==> config.mk <==
export PLATFORM = sky130hd
export DESIGN_NAME = s2p_frame_ctrl_flat
export DESIGN_NICKNAME = d
export VERILOG_FILES = /design/src/rtl/s2p_pkg.sv /design/src/rtl/s2p_frame_ctrl_if.sv /design/src/rtl/s2p_shift_core.sv /design/src/rtl/s2p_frame_ctrl.sv /design/src/flat_wrapper.sv
export SDC_FILE = /design/constraint.sdc
export NUM_CORES = 1
export LEC_CHECK = 0
export ABC_AREA = 1
export CAP_MARGIN = 20
export CORE_ASPECT_RATIO = 1.25
export CORE_UTILIZATION = 45
export CTS_BUF_LIST = sky130_fd_sc_hd__clkbuf_8
export DETAILED_ROUTE_END_ITERATION = 10
export GPL_ROUTABILITY_DRIVEN = 1
export GPL_TIMING_DRIVEN = 1
export PLACE_DENSITY = 0.7
export SLEW_MARGIN = 20
export SYNTH_ARGS = -nofsm -noshare
export SYNTH_HDL_FRONTEND = slang
export SYNTH_SLANG_ARGS = --single-unit
==> constraint.sdc <==
create_clock -name clk -period 1.6 [get_ports clk]
set_clock_uncertainty 0.05 [all_clocks]
set_input_delay 0.32 -clock clk [delete_from_list [all_inputs] [get_ports clk]]
set_output_delay 0.32 -clock clk [all_outputs]
set_load 0.01 [all_outputs]
==> src/rtl/s2p_pkg.sv <==
// Shared types and counter-width helpers for the serial-to-parallel framing controller.
package s2p_pkg;

  typedef enum logic {
    IDLE  = 1'b0,
    SHIFT = 1'b1
  } state_t;

  function automatic int bit_cnt_w(input int data_width);
    return (data_width > 1) ? $clog2(data_width) : 1;
  endfunction

  function automatic int word_cnt_w(input int frame_words);
    return (frame_words > 1) ? $clog2(frame_words) : 1;
  endfunction

endpackage

==> src/rtl/s2p_frame_ctrl_if.sv <==
// Serial input bundle plus valid/ready word output; slave is the controller's view.
interface s2p_frame_ctrl_if #(
  parameter int DATA_WIDTH = 16
);

  logic                  din;
  logic                  din_valid;
  logic                  sof;
  logic [DATA_WIDTH-1:0] out_data;
  logic                  out_valid;
  logic                  out_ready;
  logic                  out_last;

  modport master (
    output din, din_valid, sof, out_ready,
    input  out_data, out_valid, out_last
  );

  modport slave (
    input  din, din_valid, sof, out_ready,
    output out_data, out_valid, out_last
  );

endinterface

==> src/rtl/s2p_shift_core.sv <==
// LSB-in shift register with bit counter; flags the bit that completes a word.
module s2p_shift_core
  import s2p_pkg::*;
#(
  parameter int DATA_WIDTH = 16
) (
  input  logic                  clk,
  input  logic                  resetn,
  input  logic                  i_din,
  input  logic                  i_shift_en,
  input  logic                  i_restart,
  output logic [DATA_WIDTH-1:0] o_word,
  output logic                  o_word_done
);

  localparam int             BCW      = bit_cnt_w(DATA_WIDTH);
  localparam logic [BCW-1:0] LAST_BIT = BCW'(DATA_WIDTH - 1);

  // The oldest bit is never observable: a word is always read as {shreg, din}.
  logic [DATA_WIDTH-2:0] r_shreg;
  logic [BCW-1:0]        r_bit_cnt;

  assign o_word      = {r_shreg, i_din};
  assign o_word_done = i_shift_en & ~i_restart & (r_bit_cnt == LAST_BIT);

  always_ff @(posedge clk) begin
    if (!resetn) begin
      r_shreg   <= '0;
      r_bit_cnt <= '0;
    end else if (i_shift_en) begin
      r_shreg <= o_word[DATA_WIDTH-2:0];
      if (i_restart) begin
        r_bit_cnt <= BCW'(1);
      end else if (o_word_done) begin
        r_bit_cnt <= '0;
      end else begin
        r_bit_cnt <= r_bit_cnt + 1'b1;
      end
    end
  end

endmodule

==> src/rtl/s2p_frame_ctrl.sv <==
// Frames a qualified serial stream into FRAME_WORDS words of DATA_WIDTH bits each.
// Words appear on the edge of their last bit; a word completing while the output is stalled is dropped.
module s2p_frame_ctrl
  import s2p_pkg::*;
#(
  parameter int DATA_WIDTH  = 16,
  parameter int FRAME_WORDS = 4
) (
  input  logic               clk,
  input  logic               resetn,
  s2p_frame_ctrl_if.slave    bus,
  output logic               busy,
  output logic               overflow,
  output logic               sync_err,
  input  logic               clr_flags
);

  localparam int             WCW       = word_cnt_w(FRAME_WORDS);
  localparam logic [WCW-1:0] LAST_WORD = WCW'(FRAME_WORDS - 1);

  state_t                r_state;
  logic [WCW-1:0]        r_word_cnt;
  logic [DATA_WIDTH-1:0] r_out_data;
  logic                  r_out_valid;
  logic                  r_out_last;
  logic                  r_busy;
  logic                  r_overflow;
  logic                  r_sync_err;

  logic                  w_sof;
  logic                  w_shift_en;
  logic [DATA_WIDTH-1:0] w_word;
  logic                  w_word_done;
  logic                  w_last_word;
  logic                  w_can_load;
  logic                  w_ovf_set;
  logic                  w_serr_set;

  assign w_sof       = bus.din_valid & bus.sof;
  // Outside a frame only a start marker is allowed into the shifter.
  assign w_shift_en  = bus.din_valid & (bus.sof | (r_state == SHIFT));
  assign w_last_word = (r_word_cnt == LAST_WORD);
  assign w_can_load  = ~r_out_valid | bus.out_ready;
  assign w_ovf_set   = w_word_done & ~w_can_load;
  assign w_serr_set  = w_sof & (r_state == SHIFT);

  s2p_shift_core #(
    .DATA_WIDTH (DATA_WIDTH)
  ) u_shift_core (
    .clk         (clk),
    .resetn      (resetn),
    .i_din       (bus.din),
    .i_shift_en  (w_shift_en),
    .i_restart   (w_sof),
    .o_word      (w_word),
    .o_word_done (w_word_done)
  );

  always_ff @(posedge clk) begin
    if (!resetn) begin
      r_state    <= IDLE;
      r_word_cnt <= '0;
      r_busy     <= 1'b0;
    end else begin
      case (r_state)
        IDLE: begin
          if (w_sof) begin
            r_state    <= SHIFT;
            r_busy     <= 1'b1;
            r_word_cnt <= '0;
          end
        end
        SHIFT: begin
          if (w_sof) begin
            r_word_cnt <= '0;
          end else if (w_word_done) begin
            if (w_last_word) begin
              r_word_cnt <= '0;
              r_state    <= IDLE;
              r_busy     <= 1'b0;
            end else begin
              r_word_cnt <= r_word_cnt + 1'b1;
            end
          end
        end
        default: begin
          r_state <= IDLE;
          r_busy  <= 1'b0;
        end
      endcase
    end
  end

  always_ff @(posedge clk) begin
    if (!resetn) begin
      r_out_data  <= '0;
      r_out_valid <= 1'b0;
      r_out_last  <= 1'b0;
    end else if (w_word_done && w_can_load) begin
      r_out_data  <= w_word;
      r_out_last  <= w_last_word;
      r_out_valid <= 1'b1;
    end else if (r_out_valid && bus.out_ready) begin
      r_out_valid <= 1'b0;
    end
  end

  // Set has priority over a simultaneous clear.
  always_ff @(posedge clk) begin
    if (!resetn) begin
      r_overflow <= 1'b0;
      r_sync_err <= 1'b0;
    end else begin
      r_overflow <= (r_overflow & ~clr_flags) | w_ovf_set;
      r_sync_err <= (r_sync_err & ~clr_flags) | w_serr_set;
    end
  end

  assign bus.out_data  = r_out_data;
  assign bus.out_valid = r_out_valid;
  assign bus.out_last  = r_out_last;
  assign busy          = r_busy;
  assign overflow      = r_overflow;
  assign sync_err      = r_sync_err;

endmodule
==> src/flat_wrapper.sv <==
// flat-port wrapper written by rule: the top's interface ports become plain ports
module s2p_frame_ctrl_flat import s2p_pkg::*;
#(
  parameter int DATA_WIDTH  = 16,
  parameter int FRAME_WORDS = 4
)
  (clk, resetn, busy, overflow, sync_err, clr_flags, bus_din, bus_din_valid, bus_sof, bus_out_ready, bus_out_data, bus_out_valid, bus_out_last);
  s2p_frame_ctrl_if #(.DATA_WIDTH(DATA_WIDTH)) bus_i ();
  input  logic clk;
  input  logic resetn;
  output logic busy;
  output logic overflow;
  output logic sync_err;
  input  logic clr_flags;
  input wire logic [$bits(bus_i.din)-1:0] bus_din;
  input wire logic [$bits(bus_i.din_valid)-1:0] bus_din_valid;
  input wire logic [$bits(bus_i.sof)-1:0] bus_sof;
  input wire logic [$bits(bus_i.out_ready)-1:0] bus_out_ready;
  output wire logic [$bits(bus_i.out_data)-1:0] bus_out_data;
  output wire logic [$bits(bus_i.out_valid)-1:0] bus_out_valid;
  output wire logic [$bits(bus_i.out_last)-1:0] bus_out_last;
  assign bus_i.din = bus_din;
  assign bus_i.din_valid = bus_din_valid;
  assign bus_i.sof = bus_sof;
  assign bus_i.out_ready = bus_out_ready;
  assign bus_out_data = bus_i.out_data;
  assign bus_out_valid = bus_i.out_valid;
  assign bus_out_last = bus_i.out_last;
  s2p_frame_ctrl #(.DATA_WIDTH(DATA_WIDTH), .FRAME_WORDS(FRAME_WORDS)) u_core (.clk(clk), .resetn(resetn), .bus(bus_i), .busy(busy), .overflow(overflow), .sync_err(sync_err), .clr_flags(clr_flags));
endmodule
==> results.yml, run 1 <==
synthesis:
  synth_nets: 257
  synth_xor_area_frac: 0
  synth_commonest_cells: "nor2_1 (63), nand2_1 (50), dfxtp_1 (43)"
  synth_compound_gate_area_share: 0.08493
  yosys_warnings: 0
  synth_top_cell_by_area: "dfxtp_1"
  avgSynthCellArea_um2: 7.158
  synth_top_family_by_area: "simple AND/OR/NAND/NOR gates"
  syn_inst: 247
  yosysTopAreaCellShare: 0.4869
  muxShareOfSynthArea: 0
  synth_seq_cells: 43
  synth.most_common_cell: "nor2_1"
  ys_seq_area_frac: 0.4869
  synthSimpleGateAreaFrac: 0.3100
  syn_area_um2: 1768
  synth_fa_ha_area_frac: 0.02123
  synth-edff-count: 0
  synth_cell_type_count: 21
  yosys-top-cells-area: "dfxtp_1 (49%), nor2_1 (13%), nand2_1 (11%)"
  synth_ff_type: "dfxtp_1"
  ys_async_sr_fraction: 0
die:
  design.die.area_um2: 4185
  top_level_ports: 28
  die_h_um: 72.08
  design.core.area_um2: 3785
  rows: 25
  die_x_um: 58.06
  start_util: 0.4671
placed_design:
  post-place-cells: 328
  place_congestion: 0.7426
  place_ws_ns: -0.1045
  dpl_cell_area_um2: 2156
  io_buffers: 27
  dp_hpwl_um: 2095
global_routing:
  grt_pass1_vias: 1289
  grt_pass1_wl_um: 5464
  grt.overflow.total: 0
  grt_max_degree: 34
  grtUsageTotal: 0.1674
  antenna_found_initial: 0
finish:
  antenna_cells: 0
  fillers: 348
  synthToLayoutAreaGrowth_pct: 28.59
  drive_above_1_share: 0.08865
  nets: 291
  stdcell_area_um2: 2273
  final_cells: 336
pwr:
  p_leak_nw: 1.065
  vdd_drop_max_v: 0.0005572
  p_per_area_nw_per_um2: 942.1
  finalPower_mw: 2.142
route:
  drc: 3
  routed_wl_um: 3157
  ant_nets: 0
  initialDrtViolationCount: 78
  vias: 1498
  drtPass1Iterations: 7
  routedWlPerCell_um: 9.396
  via_per_inst: 4.458
flow_run:
  drv_cap: 0
critical_path:
  crit_path_max_incr_delay_ns: 0.54
  critical_path_class: "flop to output port"
  rrSetupSlack_ns: 0.19
  path_max_fanout: 2
  cp_num_buf_inv: 1
  worstPathArrival_ns: 1.17
  worstReg2RegStart: "u_core.u_shift_core.r_bit_cnt[0]"
  reg2regPathDepth: 7
  critPathSlowestCell: "clkdlybuf4s50_1"
  r2r-end: "u_core.bus.out_data[14]"
  cp_top_family: "buffers and inverters"
  worstSetupEndpointType: "output port"
  path_cells: "clkdlybuf4s50_1"
  critPathRequiredTime_ns: 1.23
  crit_path_start_kind: "flop"
clocking:
  ctsHoldBuffers: 0
  cts-htree-levels: 2
  ctsResizeCount: 0
  numCtsBuffers: 5
  cts_buffer_depth: 2
  cts.repair_timing.setup_buffer_count: 0
  clock-sinks: 43
  cts_root_buf: "clkbuf_8"
  path_clk_slew_ns: 0.07
  insertion_delay_ns: 0.29
  tritoncts: "yes"
run_status:
  violations: "DRC"
  outcome: "complete, but fails checks"
timing:
  min_period_over_period: 0.9637
  max_freq_mhz: 648.5
  rsz0062_at_grt: "false"
  fin_crit_ns: 1.542
  worstMarginPinSlew_ns: 0.2905
  setup_ws_ns: 0.05809
  hold_viol: 0
  finalSetupViolCount: 0
  finalSetupTns_ns: 0
  slew_violations: 0
  slew_headroom: 0.8060
min_path:
  hp-start: "u_core.overflow"
  min_path_cells: 2
  hold_class: "flop to flop"
  min_to: "u_core.overflow"
[per-stage QoR]
step | utilization | hold slack, ns
detailed placement | 0.5696 | 0.4107
finish | 0.6007 | 0.4181
floorplan | - | 0.3943
global placement | 0.5696 | 0.4042
global route | 0.6007 | 0.4702
CTS | 0.6007 | 0.4232
[tightest hold or removal path: cells and delay by family (launching register included)]
kind               cells  cell delay [ns]
DFF                    1             0.31
and+or+nand+nor        1             0.06
AOI/OAI and AO/OA      1             0.05
[logic make-up after synthesis]
logic type                 after synthesis
AOI/OAI and AO/OA                       30
adders and majority gates                3
buffers and inverters                   40
DFF                                     43
and+or+nand+nor                        131
[state kept, by name, indices dropped and copies added (netlist names)]
signal / cells
u_core.u_shift_core.r_shreg: 15
u_core.bus.out_last: 1
u_core.overflow: 1
u_core.bus.out_data: 16
u_core.sync_err: 1
u_core.u_shift_core.r_bit_cnt: 4
u_core.busy: 1
u_core.r_word_cnt: 2
u_core.r_state: 1
u_core.bus.out_valid: 1
[final cells by class]
class                   instances  area [µm²]  share of cell area
flip-flops and latches         43       860.8              0.3786
multi-input cells             164       735.7              0.3236
repair buffers                 36       375.4              0.1651
inverters                      31       116.4             0.05118
clock buffers                   6       82.58             0.03632
well taps                      54       67.56             0.02972
clock inverters                 2       35.03             0.01541
[layer usage]
layer / vias up / wire length [µm] / GRT usage
met5: - / 0 / 0
met4: 0 / 70 / 0.07143
met3: 7 / 101 / 0.04278
met2: 25 / 1456 / 0.2759
met1: 647 / 1529 / 0.2061
li1: 819 / - / -
[where the power goes]
group / internal [mW] / total [mW] / switching (mW)
Clock: 0.505 / 0.857 / 0.352
Combinational: 0.0633 / 0.146 / 0.0829
Sequential: 1.11 / 1.14 / 0.0296
Total: 1.68 / 2.14 / 0.465
[cell usage in the layout (no fill, tap or decap), drive strengths merged]
cell,Yosys,final
clkinv,1,2
buf,6,9
nand4,1,1
bufinv,0,1
clkdlybuf4s50,0,27
nand2,54,54
nand3,9,9
inv,30,30
o21ai,18,18
nor2,65,65
nor3,1,1
ha,3,3
clkbuf,3,6
nand3b,1,1
dfxtp,43,43
a21oi,12,12
[worst max path at each step]
stage                                                 from  slack, ns                endpoint  cells after the start
after floorplan           u_core.u_shift_core.r_bit_cnt[0]       0.26  u_core.bus.out_data[0]                      7
after global placement                             bus_sof      -0.08             u_core.busy                      8
after detailed placement                           bus_sof      -0.10             u_core.busy                      8
after CTS                           u_core.bus.out_data[0]       0.04         bus_out_data[0]                      1
after global routing                           u_core.busy       0.01                    busy                      1
final                               u_core.bus.out_data[8]       0.06         bus_out_data[8]                      1
Power figures use the tool's default switching activity.
==> run 2: changes to the inputs <==
==> constraint.sdc (replaced) <==
create_clock -name clk -period 1.6 [get_ports clk]
set_clock_uncertainty 0.05 [all_clocks]
set_input_delay 0.32 -clock clk [delete_from_list [all_inputs] [get_ports clk]]
set_output_delay 0.32 -clock clk [all_outputs]
set_load 0.1 [all_outputs]
==> run 2 against run 1 <==
  * The run still ends with DRC left
  * Sequential power about the same
  * Maximum frequency increased by 7.4%
  * Die area unchanged
==> results.yml, run 2 (synthesized netlist as in run 1, its figures left out) <==
global_routing:
  antenna_found_initial: 0
  grt_max_degree: 34
  grtUsageTotal: 0.1690
  grt_pass1_vias: 1363
  grt.overflow.total: 0
  grt_pass1_wl_um: 5533
pwr:
  vdd_drop_max_v: 0.0006172
  p_seq_frac: 0.581
  p_per_area_nw_per_um2: 797.0
  switching_share: 0.2491
  p_int_mw: 1.475
  p_sw_uw: 489.0
  share_comb_of_total_power: 0.090
  p_leak_nw: 1.164
  finalPower_mw: 1.964
  clockPowerShare: 0.329
timing:
  setup_ws_ns: 0.1640
  rsz0062_at_grt: "false"
  worstMarginPinSlew_ns: 0.2868
  finalSetupTns_ns: 0
  slew_violations: 0
  fin_crit_ns: 1.436
  whs_ns: 0.4312
  finalSetupViolCount: 0
  max_freq_mhz: 696.4
  slew_headroom: 0.8085
  min_period_over_period: 0.8975
  hold_viol: 0
placed_design:
  post-place-cells: 330
  place_congestion: 0.7445
  place_ws_ns: -0.07528
  dp_hpwl_um: 2304
  io_buffers: 27
  dpl_cell_area_um2: 2382
clocking:
  ctsHoldBuffers: 0
  numCtsBuffers: 5
  ctsResizeCount: 0
  cts-htree-levels: 2
  cts_root_buf: "clkbuf_8"
  insertion_delay_ns: 0.29
  cts_buffer_depth: 2
  tritoncts: "yes"
  cts.repair_timing.setup_buffer_count: 0
  path_clk_slew_ns: 0.08
  clock-sinks: 43
critical_path:
  crit_path_start_kind: "flop"
  critPathSlowestCell: "dfxtp_1"
  critPathRequiredTime_ns: 1.77
  worstReg2RegStart: "u_core.u_shift_core.r_bit_cnt[0]"
  critical_path_class: "flop to flop"
  rrSetupSlack_ns: 0.16
  worstPathArrival_ns: 1.61
  cp_top_family: "simple AND/OR/NAND/NOR gates"
  path_max_fanout: 19
  crit_path_max_incr_delay_ns: 0.40
  r2r-end: "u_core.bus.out_data[1]"
  cp_num_buf_inv: 1
  reg2regPathDepth: 8
  path_cells: "ha_1 -> nand2_2 -> nor2_4 -> nand3_4 -> buf_12 -> nand2_1 -> nand2_1 -> nor2_1"
  worstSetupEndpointType: "flop"
  crit_top_cell: "nand2_1"
finish:
  utilization: 0.6509
  largest_register_ffs: 16
  drive_above_1_share: 0.1655
  final_cells: 338
  antenna_cells: 0
  final_cell_mix: "nor2_1 (63), nand2_1 (50), dfxtp_1 (42)"
  nets: 293
  synthToLayoutAreaGrowth_pct: 39.35
  stdcell_area_um2: 2464
  final_common_cell: "nor2_1"
route:
  drc: 2
  routedWlPerCell_um: 9.618
  routed_wl_um: 3251
  via_per_inst: 4.574
  drtPass1Iterations: 7
  initialDrtViolationCount: 44
  ant_nets: 0
  vias: 1546
run_status:
  violations: "DRC"
  outcome: "complete, but fails checks"
flow_run:
  drv_cap: 0
die:
  die_x_um: 58.06
  design.die.area_um2: 4185
  rows: 25
  top_level_ports: 28
  design.core.area_um2: 3785
  die_h_um: 72.08
  start_util: 0.4671
min_path:
  min_path_cells: 2
  hp-start: "u_core.u_shift_core.r_shreg[0]"
  hold_class: "flop to flop"
  min_to: "u_core.u_shift_core.r_shreg[1]"
==> run 2: cell types whose count changed in the layout (fill, tap and decap cells not counted) <==
| cell | delta |
|---|---|
| clkdlybuf4s50_1 | -21 |
| clkbuf_8 | -1 |
| bufinv_16 | -1 |
| dfxtp_1 | -1 |
| inv_1 | +2 |
| buf_12 | +21 |
| buf_4 | +2 |
| dfxtp_2 | +1 |
==> run 2: worst max-delay path by stage <==
| stage | startpoint | depth (start not counted) | slack [ns] | to |
|---|---|---|---|---|
| floorplan | u_core.bus.out_valid | 5 | 0.16 | u_core.bus.out_data[0] |
| global placement | bus_din_valid | 8 | -0.06 | u_core.busy |
| detailed placement | bus_din_valid | 7 | -0.08 | u_core.bus.out_data[0] |
| CTS | u_core.u_shift_core.r_bit_cnt[0] | 8 | 0.16 | u_core.bus.out_data[1] |
| global route | u_core.u_shift_core.r_bit_cnt[0] | 8 | 0.05 | u_core.bus.out_data[5] |
| finish | u_core.u_shift_core.r_bit_cnt[0] | 8 | 0.16 | u_core.bus.out_data[1] |
==> run 2: per-layer routing <==
layer	track usage	vias to the layer above	share of wire
met2	0.3040	22	0.50
met1	0.1892	691	0.46
met4	0.07937	0	0.016
li1	-	828	-
met5	0	-	0
met3	0.03209	5	0.025
==> run 2: layout make-up <==
cell class / instances / area, µm²
clock inverters: 3 / 12.51
repair buffers: 38 / 600.6
clock buffers: 5 / 68.82
fillers: 319 / 1321
flip-flops and latches: 43 / 862.1
well taps: 54 / 67.56
inverters: 31 / 116.4
multi-input cells: 164 / 735.7
==> run 2: tightest hold or removal path, cell delays in order (launching register included) <==
cell	delay [ns]
dfxtp_1	0.32
inv_1	0.06
a21oi_1	0.05
==> run 2: power groups by stage <==
| stage | Clock (mW) | Combinational (mW) | Sequential, mW |
|---|---|---|---|
| finish | 0.647 | 0.177 | 1.14 |
| global route | 0.695 | 0.197 | 1.15 |
| CTS | 0.659 | 0.179 | 1.14 |
| detailed placement | 0 | 0.178 | 1.17 |
| global placement | 0 | 0.176 | 1.16 |
| floorplan | 0 | 0.0908 | 1.18 |
==> run 3: changes to the inputs <==
--- a/config.mk
+++ b/config.mk
@@ -12,7 +12,7 @@
 export CTS_BUF_LIST = sky130_fd_sc_hd__clkbuf_8
 export DETAILED_ROUTE_END_ITERATION = 10
 export GPL_ROUTABILITY_DRIVEN = 1
-export GPL_TIMING_DRIVEN = 1
+export GPL_TIMING_DRIVEN = 0
 export PLACE_DENSITY = 0.7
 export SLEW_MARGIN = 20
 export SYNTH_ARGS = -nofsm -noshare
==> run 3 against run 2 <==
  * The flow still finishes with violations (DRC)
  * Hold slack worse by 0.12 ns
  * Power grew 16%
  * Count of clock-buffer cells in the layout unchanged
  * Via count increased by 0.84%
  * Combinational power shrank 8%
  * Core utilization fell by 5.0 points
  * Sequential cell count is the same
  * First-iteration DRC count rose by 6.8%
  * Maximum frequency is 7.5% lower
  * Largest cell class unchanged
  * Largest power group unchanged
  * Highest routed layer unchanged
==> results.yml, run 3 (synthesized netlist as in run 1, its figures left out) <==
run_status:
  outcome: "complete, but fails checks"
  violations: "DRC"
timing:
  max_freq_mhz: 644.1
  worstMarginPinSlew_ns: 0.5496
  slew_headroom: 0.6353
  fin_crit_ns: 1.553
  hold_viol: 0
  min_period_over_period: 0.9704
  slew_violations: 0
  finalSetupViolCount: 0
critical_path:
  worstPathArrival_ns: 1.18
  worstSetupEndpointType: "output port"
  worstReg2RegStart: "u_core.u_shift_core.r_bit_cnt[1]"
  r2r-end: "u_core.bus.out_data[0]"
  crit_path_max_incr_delay_ns: 0.56
  critPathSlowestCell: "clkdlybuf4s15_2"
  critical_path_class: "flop to output port"
  cp_num_buf_inv: 1
  path_max_fanout: 2
  path_cells: "clkdlybuf4s15_2"
  reg2regPathDepth: 7
  rrSetupSlack_ns: 0.13
  critPathRequiredTime_ns: 1.23
  cp_top_family: "buffers and inverters"
  crit_path_start_kind: "flop"
pwr:
  share_comb_of_total_power: 0.071
  p_int_mw: 1.783
  p_leak_nw: 1.064
  p_sw_uw: 493.4
  finalPower_mw: 2.276
  p_per_area_nw_per_um2: 1001
  p_seq_frac: 0.501
  clockPowerShare: 0.428
  switching_share: 0.2168
  vdd_drop_max_v: 0.0006131
min_path:
  hold_class: "input pin to flop"
  min_to: "u_core.u_shift_core.r_shreg[0]"
  min_path_cells: 3
  hp-start: "resetn"
global_routing:
  grt_pass1_wl_um: 6147
  grt_pass1_vias: 1425
  grt_max_degree: 14
  grt.overflow.total: 0
  grtUsageTotal: 0.1897
  antenna_found_initial: 0
route:
  drtPass1Iterations: 7
  drc: 2
  routed_wl_um: 3470
  via_per_inst: 4.626
  initialDrtViolationCount: 47
  vias: 1559
  ant_nets: 0
  routedWlPerCell_um: 10.30
finish:
  drive_above_1_share: 0.1696
  final_cell_mix: "nor2_1 (63), nand2_1 (50), dfxtp_1 (41)"
  final_cells: 337
  antenna_cells: 0
  synthToLayoutAreaGrowth_pct: 28.59
  largest_register_ffs: 16
  nets: 292
  final_common_cell: "nor2_1"
clocking:
  cts_root_buf: "clkbuf_8"
  numCtsBuffers: 5
  clock-sinks: 43
  tritoncts: "yes"
  cts-htree-levels: 2
  cts_buffer_depth: 2
  insertion_delay_ns: 0.29
  path_clk_slew_ns: 0.08
placed_design:
  io_buffers: 26
  dp_hpwl_um: 2417
  place_congestion: 0.7428
  post-place-cells: 327
flow_run:
  drv_cap: 0
die:
  design.die.area_um2: 4185
  rows: 25
  die_h_um: 72.08
  top_level_ports: 28
  start_util: 0.4671
  design.core.area_um2: 3785
  die_x_um: 58.06
## run 3: what timing repair did
action,CTS,global route
pin swaps,0,1
setup endpoints to repair,21,15
gates resized for setup,63,12
hold buffers,0,0
cloned,0,0
buffers inserted,0,2
## run 3: how the worst max path moves through the flow
stage,startpoint,endpoint,slack [ns],cells past startpoint
floorplan,u_core.bus.out_valid,u_core.bus.out_data[0],0.16,5
global placement,u_core.bus.out_data[0],bus_out_data[0],-0.24,1
detailed placement,u_core.bus.out_data[0],bus_out_data[0],-0.23,1
CTS,u_core.bus.out_data[0],bus_out_data[0],0.03,1
global route,bus_din_valid,u_core.bus.out_data[0],-0.0003,7
finish,u_core.overflow,overflow,0.05,1
## run 3: layer usage
metal	global-route usage	share of wire
met1	0.2261	0.43
met2	0.3103	0.49
met3	0.05526	0.054
met5	0	0
met4	0.09259	0.022
## run 3: final cells by class
class | instances | area (µm²)
clock inverter | 3 | 63.81
fill | 344 | 1511
buffer | 9 | 60.06
multi-input combinational | 164 | 743.2
timing repair buffer | 28 | 290.3
sequential | 43 | 863.3
inverter | 31 | 116.4
tap | 54 | 67.56
clock buffer | 5 | 68.82
## run 3: through the flow
stage,setup TNS (ns),setup WS [ns],hold slack (ns),area [µm²],utilization
finish,0,0.04733,0.3107,2273,0.6007
global route,-0.0002522,-0.0002522,0.3696,2273,0.6007
CTS,0,0.02501,0.3034,2256,0.5960
detailed placement,-9.727,-0.2294,0.4113,2097,0.5541
global placement,-9.626,-0.2368,0.4041,2097,0.5541
floorplan,0,0.1638,0.3943,1769,-
## run 3: power by group through the flow
stage / clock, mW / sequential [mW] / combinational [mW]
finish: 0.975 / 1.14 / 0.162
floorplan: 0 / 1.18 / 0.0908
detailed placement: 0 / 1.16 / 0.159
global placement: 0 / 1.16 / 0.158
global route: 1.04 / 1.14 / 0.186
CTS: 0.991 / 1.14 / 0.159
